**config.mk**
```make
export PLATFORM = sky130hd
export DESIGN_NAME = serial_addsub_8bit
export DESIGN_NICKNAME = d
export VERILOG_FILES = /design/src/rtl/serial_addsub_8bit.sv
export SDC_FILE = /design/constraint.sdc
export NUM_CORES = 1
export LEC_CHECK = 0
export ABC_AREA = 1
export ABC_CLOCK_PERIOD_IN_PS = 2800
export CAP_MARGIN = 25
export CORE_ASPECT_RATIO = 1.4
export CORE_MARGIN = 2
export CORE_UTILIZATION = 49
export CTS_CLUSTER_SIZE = 28
export DETAILED_ROUTE_END_ITERATION = 8
export GPL_ROUTABILITY_DRIVEN = 0
export PLACE_DENSITY_LB_ADDON = 0.12
export SLEW_MARGIN = 20
export SYNTH_ARGS = -nofsm -noshare
export SYNTH_HDL_FRONTEND = slang
export SYNTH_SLANG_ARGS = --single-unit
```
**constraint.sdc**
```tcl
create_clock -name clk -period 2.8 [get_ports clk]
set_clock_uncertainty 0.2 [all_clocks]
set_input_delay 0.42 -clock clk [delete_from_list [all_inputs] [get_ports clk]]
set_output_delay 0.42 -clock clk [all_outputs]
set_load 0.02 [all_outputs]
```
**src/rtl/serial_addsub_8bit.sv**
```systemverilog
`default_nettype none
// ============================================================================
// serial_addsub_8bit : bit-serial (LSB first) add/subtract, valid/ready I/O
// Revision 1.0
// ============================================================================
module serial_addsub_8bit #(
  parameter int WIDTH = 8
) (
  input  logic             clk,
  input  logic             rst_n,
  input  logic             in_valid,
  output logic             in_ready,
  input  logic [WIDTH-1:0] reg1,
  input  logic [WIDTH-1:0] reg2,
  input  logic             op,
  output logic             out_valid,
  input  logic             out_ready,
  output logic [WIDTH-1:0] result,
  output logic             cout,
  output logic             ovf
);

  localparam int             CW       = $clog2(WIDTH);
  localparam logic [CW-1:0]  LAST_BIT = CW'(WIDTH - 1);

  typedef enum logic [1:0] {
    IDLE = 2'd0,
    RUN  = 2'd1,
    DONE = 2'd2
  } state_t;

  state_t           state;
  state_t           state_nxt;
  logic [WIDTH-1:0] opa;
  logic [WIDTH-1:0] opb;
  logic             op_sub;
  logic             carry;
  logic [CW-1:0]    cnt;

  logic bit_a;
  logic bit_b;
  logic sum_bit;
  logic carry_nxt;
  logic last_bit;

  // Subtraction is a + ~b + 1: the inversion is applied per bit, the +1 is the initial carry.
  assign bit_a     = opa[cnt];
  assign bit_b     = opb[cnt] ^ op_sub;
  assign sum_bit   = bit_a ^ bit_b ^ carry;
  assign carry_nxt = (bit_a & bit_b) | (bit_a & carry) | (bit_b & carry);
  assign last_bit  = (cnt == LAST_BIT);

  assign in_ready  = (state == IDLE);
  assign out_valid = (state == DONE);

  always_ff @(posedge clk) begin
    if (!rst_n) begin
      state <= IDLE;
    end else begin
      state <= state_nxt;
    end
  end

  always_comb begin
    state_nxt = state;
    case (state)
      IDLE:    if (in_valid)  state_nxt = RUN;
      RUN:     if (last_bit)  state_nxt = DONE;
      DONE:    if (out_ready) state_nxt = IDLE;
      default: state_nxt = IDLE;
    endcase
  end

  always_ff @(posedge clk) begin
    if (!rst_n) begin
      opa    <= '0;
      opb    <= '0;
      op_sub <= 1'b0;
      carry  <= 1'b0;
      cnt    <= '0;
      result <= '0;
      cout   <= 1'b0;
      ovf    <= 1'b0;
    end else begin
      case (state)
        IDLE: begin
          if (in_valid) begin
            opa    <= reg1;
            opb    <= reg2;
            op_sub <= op;
            carry  <= op;
            cnt    <= '0;
          end
        end
        RUN: begin
          result[cnt] <= sum_bit;
          carry       <= carry_nxt;
          cnt         <= cnt + 1'b1;
          if (last_bit) begin
            cout <= carry_nxt;
            // Signed overflow: carry into the MSB differs from carry out of it.
            ovf  <= carry ^ carry_nxt;
          end
        end
        default: ;
      endcase
    end
  end

endmodule
`default_nettype wire

```
==> run summary <==
Post-CTS setup buffers: 0
Status: finished, final reports clean
Max stage delay on crit path: 0.60 ns
Routed vias: 1341
# nets final: 258
Cts bufs inserted: 5
Clock sinks: 33
Leak pwr: 0.755 nW
Worst Hold Margin: 0.263 ns
Total track usage: 19.6%
Initial antenna violation count: 0
Largest net degree at the start of global routing: 24
Period utilization: 87.6%
CTS Hold Buffers Added: 0
Pwr Total: 1.01 mW
Root Driver: clkbuf_8
Critical path class: reg2reg
Worst setup SP type: register
Core Util, Final: 65.3%
Fin cells: 272
CTS H-tree lvls: 2
CTS tree: done
Post-synthesis sequential area ratio: 44.6%
Die H: 69.0 um
Worst-Skew Late Latency: 0.28 ns
DR iter-0 viols: 27
Slew @ Worst Pin: 0.454 ns
Top-level port count: 33
CP dominant cell by count: nand2_1
Filler cells: 267
Yosys reg bits: 33
Routed vias/inst: 4.93
CTS Buffer Depth: 2
Placement Rows: 23
Drt wl/cell: 10.9 um
Reg clk slew, reported paths: 0.07 ns
Die area: 3480 um^2
# setup viols final: 0
Pre-antenna DRT Iters: 3
FMAX: 0.408 GHz
DP HPWL: 2.28 mm
Die Wd: 50.5 um
Cell count after placement: 264
Worst path slowest cell: dfxtp_1
Min-delay worst type: reg2reg
Min Tclk post-route: 2.45 ns
Hold Vio Cnt, Final: 0
Slew HR: 69.4%
Element type at the critical path end: register
Cell Pwr Density: 535 nW/um^2
Synth-to-layout area growth: 27.0%
Grt ovf: 0
Post-Syn Area: 1480 um^2
WP data required: 2.81 ns
Syn nets: 225
Area of the multi-input gates: 679 um^2
Residual DRC: 0
Share of layout cells above drive strength 1: 5.53%
YS warnings: 0
Initial Util: 51.4%
RSZ-0062 raised after global routing: no
Max cap viols: 0
Total wire length: 2.96 mm
FF+latch area: 661 um^2
Antenna diode count: 0
Mean Syn Cell Area: 7.36 um^2
Post-route ant nets: 0
Worst-path fanout max: 12
# port buffers: 32
First-pass GRT wire length: 5.22 mm
Synth cell types: 24
Mapped Cells: 201
CTS resizes: 0
CP Cell Sequence: inv_2, nand2_1, nand2_1, nand2_1, nand2_1, o21ai_0, nand2_1, fa_1, inv_1, nand3_1, a21oi_1
Maximum vdd drop: 0.454 mV
Core area: 2880 um^2
Vias in the first global route: 1248
Total negative slack: 0 ns
Arr. time, crit path: 2.46 ns
Pins Over Slew Limit: 0
==> critical path: cells and delay by family (launching register included) <==
family                   cells  cell delay [ns]
flip-flops                   1             0.60
adder cells (fa/ha/maj)      1             0.42
AND/OR/NAND/NOR              6             0.47
AO/OA/AOI/OAI                2             0.32
buffers and inverters        2             0.37
==> worst paths after layout <==
| check | start | end | slack, ns | cells after the start |
|---|---|---|---|---|
| setup reg to reg | cnt[0]$_SDFFE_PN0P_ | result[1]$_SDFFE_PN0P_ | 0.35 | 11 |
| setup / recovery | cnt[0]$_SDFFE_PN0P_ | result[1]$_SDFFE_PN0P_ | 0.35 | 11 |
| hold reg to reg | opb[4]$_SDFFE_PN0P_ | opb[4]$_SDFFE_PN0P_ | 0.26 | 2 |
| hold / removal | opb[4]$_SDFFE_PN0P_ | opb[4]$_SDFFE_PN0P_ | 0.26 | 2 |
==> cells in the mapped netlist <==
master / number / share of area (%)
nor2_1: 36 / 9.1
dfxtp_1: 33 / 45
o21ai_0: 30 / 10
nand2_1: 28 / 7.1
a21oi_1: 20 / 6.8
inv_1: 20 / 5.1
nand3_1: 10 / 3.4
buf_6: 3 / 2.3
o21ai_1: 3 / 1.0
ha_1: 2 / 1.7
nand2_4: 2 / 1.5
nor2_4: 2 / 1.5
a31oi_1: 1 / 0.42
buf_2: 1 / 0.34
buf_4: 1 / 0.51
clkbuf_1: 1 / 0.25
clkbuf_2: 1 / 0.34
fa_1: 1 / 1.4
inv_2: 1 / 0.25
inv_4: 1 / 0.42
nor2_2: 1 / 0.42
o22ai_1: 1 / 0.42
or2_1: 1 / 0.42
xor2_1: 1 / 0.59
==> where the power goes <==
group          total (mW)  internal (mW)  switching (mW)
Sequential          0.514          0.496          0.0173
Combinational       0.155         0.0673          0.0877
Clock               0.337          0.176           0.161
==> layout by cell type, fill, tap and decap left out, drive strengths merged <==
cell type      Yosys  layout
nand2             30      30
o21ai             33      33
a21oi             20      20
inv               22      22
xor2               1       1
nor2              39      39
dfxtp             33      33
clkbuf             2       8
clkdlybuf4s50      0      32
fa                 1       1
a31oi              1       1
o22ai              1       1
buf                5       1
or2                1       1
nand3             10      10
ha                 2       2
==> cell type report <==
class	count	share of cell area (%)
sequential	33	35.2
tap	37	2.46
timing repair buffer	33	17.4
multi-input combinational	139	36.2
inverter	22	4.53
clock buffer	8	4.26
==> sequential cells by signal, indices dropped and copies added, names as in the netlist <==
| signal | flops |
|---|---|
| opa | 8 |
| opb | 8 |
| result | 8 |
| cnt | 3 |
| state | 2 |
| carry | 1 |
| cout | 1 |
| op_sub | 1 |
| ovf | 1 |
==> cells by family (layout without fill, tap and decap cells) <==
kind of cell / count (synthesis) / in the layout / share of synthesized area, %
compound gates: 55 / 55 / 18.8
buf+inv: 29 / 63 / 9.47
xor+xnor: 1 / 1 / 0.592
simple gates: 80 / 80 / 23.5
flops: 33 / 33 / 44.6
fa+ha+maj: 3 / 3 / 3.04
==> through the flow <==
step,area (um^2),setup WS [ns]
global route,1880,0.142
CTS,1880,0.337
global placement,1800,0.464
finish,1880,0.347
detailed placement,1800,0.387
floorplan,1480,0.774
==> per-layer routing <==
layer | track usage (%) | share of wire (%) | vias to the layer above | routed length (um)
li1 | - | - | 711 | -
met1 | 20.1 | 41 | 601 | 1200
met3 | 6.93 | 4.4 | 6 | 131
met2 | 34.9 | 53 | 23 | 1570
met5 | 0 | 0 | - | 0
met4 | 8.11 | 1.7 | 0 | 51
No activity file was read; power rests on OpenSTA's default activity.
